[config.mk]
export PLATFORM = sky130hd
export DESIGN_NAME = mcdf_arbiter_rr
export DESIGN_NICKNAME = d
export VERILOG_FILES = /design/src/rtl/mcdf_arbiter_rr.sv
export SDC_FILE = /design/constraint.sdc
export NUM_CORES = 1
export LEC_CHECK = 0
export CAP_MARGIN = 20
export CELL_PAD_IN_SITES_DETAIL_PLACEMENT = 0
export CELL_PAD_IN_SITES_GLOBAL_PLACEMENT = 1
export CORE_MARGIN = 5
export CORE_UTILIZATION = 22
export DETAILED_ROUTE_END_ITERATION = 8
export GPL_ROUTABILITY_DRIVEN = 0
export GPL_TIMING_DRIVEN = 0
export PLACE_DENSITY_LB_ADDON = 0.1
export SYNTH_ARGS = -nofsm -noshare
export SYNTH_HDL_FRONTEND = slang
export SYNTH_SLANG_ARGS = --single-unit
[constraint.sdc]
create_clock -name clk_i -period 6.06 [get_ports clk_i]
set_clock_uncertainty 0.2 [all_clocks]
set_input_delay 0.909 -clock clk_i [delete_from_list [all_inputs] [get_ports clk_i]]
set_output_delay 0.909 -clock clk_i [all_outputs]
set_load 0.01 [all_outputs]
[src/rtl/mcdf_arbiter_rr.sv]
// rtl/mcdf_arbiter_rr.sv - priority + round-robin packet arbiter for the MCDF formatter path
//
// Purpose: picks one slave channel per packet (lowest priority value wins, ties
// broken round-robin from rr_ptr), then routes that channel's beats to the
// formatter until the latched package length has been transferred.
//
// Ports:
//   clk_i, rstn_i        clock, asynchronous active-low reset
//   slv_prio_i           per-channel priority, PRIO_W bits each (lower = higher priority)
//   slv_pkglen_i         per-channel package length code, LEN_W bits each (beats = code+1)
//   slv_req_i            per-channel packet request
//   slv_val_i            per-channel data valid
//   slv_data_i           per-channel data, DW bits each
//   f2a_id_req_i         formatter ready for a new packet
//   f2a_ack_i            formatter accepts the current beat
//   a2s_ack_o            per-channel beat acknowledge
//   a2f_gnt_o            packet grant active
//   a2f_id_o             granted channel
//   a2f_val_o            beat valid toward formatter
//   a2f_data_o           beat data toward formatter
//   a2f_pkglen_sel_o     latched package length code of the granted packet
module mcdf_arbiter_rr #(
  parameter int NUM_CH = 4,
  parameter int DW     = 32,
  parameter int PRIO_W = 2,
  parameter int LEN_W  = 3,
  localparam int CHW   = ($clog2(NUM_CH) < 1) ? 1 : $clog2(NUM_CH)
) (
  input  logic                     clk_i,
  input  logic                     rstn_i,
  input  logic [NUM_CH*PRIO_W-1:0] slv_prio_i,
  input  logic [NUM_CH*LEN_W-1:0]  slv_pkglen_i,
  input  logic [NUM_CH-1:0]        slv_req_i,
  input  logic [NUM_CH-1:0]        slv_val_i,
  input  logic [NUM_CH*DW-1:0]     slv_data_i,
  input  logic                     f2a_id_req_i,
  input  logic                     f2a_ack_i,
  output logic [NUM_CH-1:0]        a2s_ack_o,
  output logic                     a2f_gnt_o,
  output logic [CHW-1:0]           a2f_id_o,
  output logic                     a2f_val_o,
  output logic [DW-1:0]            a2f_data_o,
  output logic [LEN_W-1:0]         a2f_pkglen_sel_o
);

  typedef enum logic {IDLE, XFER} state_t;

  localparam logic [LEN_W:0] CNT_ONE = {{LEN_W{1'b0}}, 1'b1};

  state_t            state;
  logic [LEN_W:0]    beat_cnt;
  logic [CHW-1:0]    rr_ptr;

  logic [PRIO_W-1:0] min_prio;
  logic [NUM_CH-1:0] cand;
  logic [CHW-1:0]    win_hi;
  logic [CHW-1:0]    win_lo;
  logic              hi_found;
  logic [CHW-1:0]    win_id;
  logic [LEN_W-1:0]  win_len;
  logic              sel_val;
  logic [DW-1:0]     sel_data;
  logic              xfer;
  logic              beat_done;
  logic [CHW-1:0]    next_ptr;

  // Candidates are the requesting channels sharing the smallest priority value.
  // min_prio starts at the all-ones maximum, which is itself a legal priority.
  always_comb begin
    min_prio = '1;
    for (int k = 0; k < NUM_CH; k++) begin
      if (slv_req_i[k] && (slv_prio_i[k*PRIO_W +: PRIO_W] < min_prio))
        min_prio = slv_prio_i[k*PRIO_W +: PRIO_W];
    end
    for (int k = 0; k < NUM_CH; k++)
      cand[k] = slv_req_i[k] && (slv_prio_i[k*PRIO_W +: PRIO_W] == min_prio);
  end

  // Rotating search split into two linear scans: the lowest candidate at or
  // above rr_ptr wins; if there is none, wrap to the lowest candidate overall.
  always_comb begin
    win_hi   = '0;
    win_lo   = '0;
    hi_found = 1'b0;
    for (int k = NUM_CH - 1; k >= 0; k--) begin
      if (cand[k]) begin
        win_lo = CHW'(k);
        if (k >= int'(rr_ptr)) begin
          win_hi   = CHW'(k);
          hi_found = 1'b1;
        end
      end
    end
    win_id  = hi_found ? win_hi : win_lo;
    win_len = '0;
    for (int k = 0; k < NUM_CH; k++) begin
      if (win_id == CHW'(k))
        win_len = slv_pkglen_i[k*LEN_W +: LEN_W];
    end
  end

  // Beat path: combinational route from the granted channel, forced to zero
  // whenever no packet is in flight.
  always_comb begin
    sel_val  = 1'b0;
    sel_data = '0;
    for (int k = 0; k < NUM_CH; k++) begin
      if (a2f_id_o == CHW'(k)) begin
        sel_val  = slv_val_i[k];
        sel_data = slv_data_i[k*DW +: DW];
      end
    end
    xfer       = (state == XFER);
    a2f_val_o  = xfer & sel_val;
    a2f_data_o = xfer ? sel_data : '0;
    a2s_ack_o  = '0;
    for (int k = 0; k < NUM_CH; k++)
      a2s_ack_o[k] = xfer && (a2f_id_o == CHW'(k)) && sel_val && f2a_ack_i;
  end

  assign beat_done = a2f_val_o & f2a_ack_i;
  assign next_ptr  = (a2f_id_o == CHW'(NUM_CH - 1)) ? '0 : a2f_id_o + CHW'(1);

  always_ff @(posedge clk_i or negedge rstn_i) begin
    if (!rstn_i) begin
      state            <= IDLE;
      a2f_gnt_o        <= 1'b0;
      a2f_id_o         <= '0;
      a2f_pkglen_sel_o <= '0;
      beat_cnt         <= '0;
      rr_ptr           <= '0;
    end else begin
      case (state)
        IDLE: begin
          if (f2a_id_req_i && (|slv_req_i)) begin
            state            <= XFER;
            a2f_gnt_o        <= 1'b1;
            a2f_id_o         <= win_id;
            a2f_pkglen_sel_o <= win_len;
            beat_cnt         <= {1'b0, win_len} + CNT_ONE;
          end
        end
        XFER: begin
          // Request, priority and length inputs are deliberately not looked at
          // here: the packet runs to completion once granted.
          if (beat_done) begin
            if (beat_cnt == CNT_ONE) begin
              state     <= IDLE;
              a2f_gnt_o <= 1'b0;
              rr_ptr    <= next_ptr;
              beat_cnt  <= '0;
            end else begin
              beat_cnt <= beat_cnt - CNT_ONE;
            end
          end
        end
        default: state <= IDLE;
      endcase
    end
  end

endmodule

## Word level (Yosys, flattened, before mapping)

Cells that the tools add are included.

| word-level totals | value |
|---|---|
| flip-flop bits (word level) | 13 |
| latch bits | 0 |
| bits in writable memories | 0 |
| ROM bits | 0 |
| word-level logic and storage cells | 109 |
| memories kept | 0 |

| cells by class | value |
|---|---|
| add/sub/neg operators | 3 |
| $mul | 0 |
| div/mod/pow operators | 0 |
| order comparisons | 7 |
| equality and inequality tests | 14 |
| shifts and indexed selects | 0 |
| multiplexer cells | 48 |
| bitwise operators | 3 |
| reduce and logical (&&, ||, !) cells | 28 |

Operator list:

| kind | number |
|---|---|
| $mux 32 | 5 |
| $mux 2 | 16 |
| $logic_and 1x1->1 | 21 |
| $mux 1 | 17 |
| $mux 3 | 4 |
| $mux 4 | 3 |
| $eq 2x2->1 | 4 |
| $eq 2x2->1 const B | 4 |
| $pmux 4 s2 | 1 |
| $lt 2x2->1 | 3 |
| $reduce_and 3->1 | 2 |
| $add 3x1->4 const B | 1 |
| $eq 2x1->1 const B | 2 |
| $eq 4x1->1 const B | 1 |
| $ge 1x2->1 const A | 2 |
| $logic_not 2->1 | 2 |
| $ne 2x1->1 const B | 2 |
| $pmux 1 s2 | 2 |
| $reduce_and 2->1 | 2 |
| $reduce_or 4->1 | 1 |
| $sub 4x1->4 const B | 1 |
| $add 2x1->2 const B | 1 |
| $and 1x1->1 | 2 |
| $ge 2x2->1 const A | 1 |
| other kinds (3) | 3 |

## Logic depth before layout (Yosys ltp)

| logic depth | value |
|---|---|
| depth in word-level cells | 30 |
| depth in mapped cells | 23 |
| depth with buffers taken out | 22 |

## Worst setup path after synthesis

No wires, ideal clock.

| timing | value |
|---|---|
| path type | input-to-reg |
| from | input port slv_req_i[0] |
| to | register beat_cnt[2] |
| setup time | 0.087 ns |
| data arrival time | 4.910 ns |
| setup slack | 0.864 ns |
| cell stages on the path | 20 |
| buffers on the path | 1 |
| path through | inv_1 o22ai_1 ha_1 a21oi_1 o21ai_2 mux2_4 ha_1 or3b_2 a21oi_1 xnor2_1 nand4_2 o221a_2 and2_1 buf_2 mux2i_1 mux2_2 inv_1 ha_1 a2111o_1 o211ai_1 |

| between the ends | value |
|---|---|
| cells in the longest elaborated chain, start to end | 29 |

RTL lines:

| what | RTL line | text |
|---|---|---|
| from (decl) | 33 | `input logic [NUM_CH-1:0] slv_req_i,` |
| $logic_and 1x1->1 | 72 | `if (slv_req_i[k] && (slv_prio_i[k*PRIO_W +: PRIO_W] < min_prio))` |
| $mux 2 | 72 |  |
| $lt 2x2->1 | 72 |  |
| $logic_and 1x1->1 | 72 |  |
| $mux 2 | 72 |  |
| $lt 2x2->1 | 72 |  |
| $logic_and 1x1->1 | 72 |  |
| $mux 2 | 72 |  |
| [12 not listed] | n/a |  |
| $mux 2 * | 94 | `win_id = hi_found ? win_hi : win_lo;` |
| $logic_not 2->1 | 97 | `if (win_id == CHW'(k))` |
| $mux 3 (3 in series) | 97 |  |
| $mux 3 * | 97 |  |
| via win_len[1] | 60 | `logic [LEN_W-1:0] win_len;` |
| $add 3x1->4 * | 140 | `beat_cnt <= {1'b0, win_len} + CNT_ONE;` |
| $mux 4 * | 135 | `if (f2a_id_req_i && (\|slv_req_i)) begin` |
| $pmux 4 s2 * | 133 | `case (state)` |
| to (signal assigned) | 140 |  |
| to (signal assigned) | 153 | `beat_cnt <= beat_cnt - CNT_ONE;` |
| to (decl) | 51 | `logic [LEN_W:0] beat_cnt;` |

The timed path passes the listed nets; every way through them passes the cells marked *. The select of a mux whose other input is x is not followed.
A chain may end at the register's enable or synchronous reset.

## Worst setup path after layout

| timing | value |
|---|---|
| from | input port slv_prio_i[5] |
| to | register beat_cnt[2] |

| between the ends | value |
|---|---|
| cells in the longest elaborated chain, start to end | 24 |

RTL lines:

| what | RTL line | text |
|---|---|---|
| from (decl) | 31 | `input logic [NUM_CH*PRIO_W-1:0] slv_prio_i,` |
| $lt 2x2->1 | 72 |  |
| $logic_and 1x1->1 | 72 |  |
| $mux 2 | 72 |  |
| $lt 2x2->1 | 72 |  |
| $logic_and 1x1->1 | 72 |  |
| $mux 2 | 72 |  |
| $eq 2x2->1 | 76 | `cand[k] = slv_req_i[k] && (slv_prio_i[k*PRIO_W +: PRIO_W] == min_prio);` |
| $logic_and 1x1->1 | 76 |  |
| [7 not listed] | n/a |  |
| $mux 2 * | 94 |  |
| $logic_not 2->1 | 97 |  |
| $mux 3 (3 in series) | 97 |  |
| $mux 3 * | 97 |  |
| via win_len[1] | 60 |  |
| $add 3x1->4 * | 140 |  |
| $mux 4 * | 135 |  |
| $pmux 4 s2 * | 133 |  |

Marked as above.

==> flow_summary.json <==
{
  "vias_per_cell": 4.871,
  "final_cell_count_no_fill": 728,
  "drc_errors": 0,
  "layout_commonest_cell": "clkdlybuf4s50_1",
  "power.leakage_nw": 1.862,
  "timing.slew.headroom_pct": 50.90,
  "grt_max_degree": 14,
  "core_um2": 10750,
  "synth.avg_cell_area_um2": 6.253,
  "overflow": 0,
  "die_h_um": 114.2,
  "layout.cells.most_common_list": "197 x clkdlybuf4s50_1, 108 x nor2_1, 74 x a21oi_1",
  "grt_pass1_vias": 3635,
  "yosysTopAreaCellShare_pct": 16.97,
  "synth_mux_area_share_pct": 4.557,
  "synth_top_family_by_area": "compound AO/OA/AOI/OAI gates",
  "cts_root_buf": "clkbuf_8",
  "multi_input_area_um2": 1921,
  "clk_path_buf_depth": 2,
  "synth-xor-area-share_pct": 1.467,
  "dieArea_um2": 13040,
  "period_share_pct": 92.30,
  "die_width_um": 114.2,
  "dpl.cell_count": 723,
  "maxCapViolCount": 0,
  "synth_flop_cell": "dfrtp_1",
  "slew_violations": 0,
  "holdCritStartpoint": "a2f_gnt_o$_DFFE_PN0P_",
  "power_density_nw_per_um2": 273.2,
  "yosys.area_share.simple_pct": 27.66,
  "cp_data_arrival_time_ns": 5.55,
  "io_pins": 203,
  "fill_cells": 1181,
  "drtIter0Drc": 110,
  "path_clk_slew_ns": 0.06,
  "synthesis.nets": 551,
  "worstPathMaxFanout": 6,
  "fin_area_um2": 4654,
  "worstPathRequired_ns": 6.02,
  "hp-class": "reg -> reg",
  "cts_max_level": 1,
  "antenna_found_initial": 0,
  "fmax_mhz": 178.8,
  "start_util_pct": 22.23,
  "synth-adder-area-share_pct": 4.715,
  "wl_um": 11720,
  "ys.warnings.count": 0,
  "worstRegToRegCells": 13,
  "worst_setup_path_end_kind": "flop",
  "netlist_instances": 382,
  "yosysSeqAreaShare_pct": 13.62,
  "syn_area_um2": 2389,
  "min_period_ns": 5.593,
  "whs_ns": 0.2799,
  "yosysUniqueCellTypes": 55,
  "n_antenna_cell": 0,
  "hold_viol": 0,
  "yosysTopAreaCell": "nor2_1",
  "drive_above_1_share_pct": 3.741,
  "vias": 3546,
  "seqCellArea_um2": 325.3,
  "grt_pass1_wl_um": 17960,
  "crit_type": "in -> reg",
  "whs_path_depth": 2,
  "r2r-start": "a2f_id_o[1]$_DFFE_PN0P_",
  "final_nets": 758,
  "clock_sinks": 13,
  "crit_path_start": "slv_prio_i[5]",
  "ys_async_sr_fraction_pct": 100.0,
  "tritoncts": "yes",
  "outcome": "finished, final reports clean",
  "routedWlPerCell_um": 16.09,
  "cts_buffers": 3,
  "yosys-top-cells-area": "nor2_1 17%, a21oi_1 16%, dfrtp_1 14%",
  "core.rowCount": 38,
  "tightest_slew_ns": 0.7269,
  "rsz0062_at_grt": "no",
  "clkLatencyLatePin_ns": 0.24,
  "synth_edf_count": 0,
  "hpwl_um": 9838,
  "io_buffers": 201,
  "first_pass_iters": 4,
  "ys_seq_elements": 13,
  "finalSetupViolations": 0,
  "vdd_drop_max_mv": 0.1223,
  "track_usage_pct": 16.88,
  "start_kind": "input pin",
  "placed_cell_area_um2": 4576,
  "synth-compound-area-share_pct": 41.33,
  "syn_to_final_growth_pct": 94.87,
  "ant_nets": 0
}
## worst max-delay path, stage by stage
cell and delay [ns]:
clkdlybuf4s50_1 0.48, ha_1 0.22, nand2b_2 0.21, a21oi_1 0.16, o21ai_2 0.09, mux2_4 0.34, ha_1 0.31, or3b_2 0.54
a21oi_1 0.27, xnor2_1 0.18, nand4_2 0.19, o221a_2 0.30, and2_1 0.15, buf_2 0.17, mux2i_1 0.15, mux2_2 0.20
inv_1 0.05, ha_1 0.21, a2111o_1 0.34, o211ai_1 0.09
## stage by stage
step	TNS [ns]	power (W)	setup WS, ns	utilization [%]
6_report	0	0.001272	0.4667	43.32
3_5_place_dp	-0.3942	0.001193	-0.2324	42.58
3_3_place_gp	-0.2914	0.001193	-0.1747	42.58
4_1_cts	0	0.001282	0.02584	43.00
5_1_grt	0	0.001395	0.1156	43.32
2_1_floorplan	0	0.0006977	0.8636	-
## registers in the layout, summed over array words and instances, names as in the netlist
register	cells
beat_cnt	4
state	1
rr_ptr	2
a2f_pkglen_sel_o	3
a2f_id_o	2
a2f_gnt_o	1
## cell type report
type                            instances  share of cell area [%]
Clock buffer                            4                  0.9677
Multi-Input combinational cell        327                   41.26
Sequential cell                        13                   6.989
Inverter                               13                   1.048
Timing Repair Buffer                  202                   43.60
Buffer                                 29                   2.366
Tap cell                              140                   3.763
## layer usage
layer,GRT usage [%],wire [um],part of all wire (%)
met1,18.55,4538,39
met2,31.26,5906,50
met3,6.554,1146,9.8
met4,2.454,124,1.1
met5,0,0,0
## final timing paths
check | endpoint | slack [ns]
max | beat_cnt[2]$_DFFE_PN0P_ | 0.47
max in group asynchronous | a2f_pkglen_sel_o[2]$_DFFE_PN0P_ | 4.37
min in group asynchronous | rr_ptr[0]$_DFFE_PN0P_ | 0.87
min reg2reg | a2f_gnt_o$_DFFE_PN0P_ | 0.28
min | a2f_gnt_o$_DFFE_PN0P_ | 0.28
max reg2reg | beat_cnt[3]$_DFFE_PN0P_ | 2.62
## cells by family (layout without fill, tap and decap cells)
group	count (synthesis)	after routing
buffers and inverters	42	248
xor gates and xnor gates	4	4
adders and majority gates	9	9
AOI/OAI and AO/OA	152	152
DFF	13	13
and+or+nand+nor	152	152
muxes	10	10
## where the power goes
group / switching, W / leakage (nW) / internal (W) / total (W)
clock: 0.0000315 / 0.0228 / 0.0000464 / 0.0000779
combinational: 0.000544 / 1.68 / 0.000518 / 0.00106
sequential: 0.0000224 / 0.157 / 0.000110 / 0.000132
## synthesized netlist by cell type, drive strengths merged, types with 2 or more instances
library cell,number
a211o,3
a211oi,3
a21boi,2
a21oi,74
a22oi,32
and2,2
and3,4
buf,4
clkbuf,25
dfrtp,13
ha,9
inv,13
mux2,4
mux2i,6
nand2,16
nand2b,4
nand3,3
nand4,2
nand4b,2
nor2,108
nor2b,4
nor3,2
o2111ai,2
o211ai,6
o21ai,13
o221a,2
o22ai,5
o41ai,2
xnor2,3
## what timing repair did
action,4_1_cts,5_1_grt
setup buffers,0,1
setup endpoints to repair,0,3
resized for setup,0,7
hold endpoints to repair,0,0
hold buffers,0,0
Power figures use the tool's default switching activity.
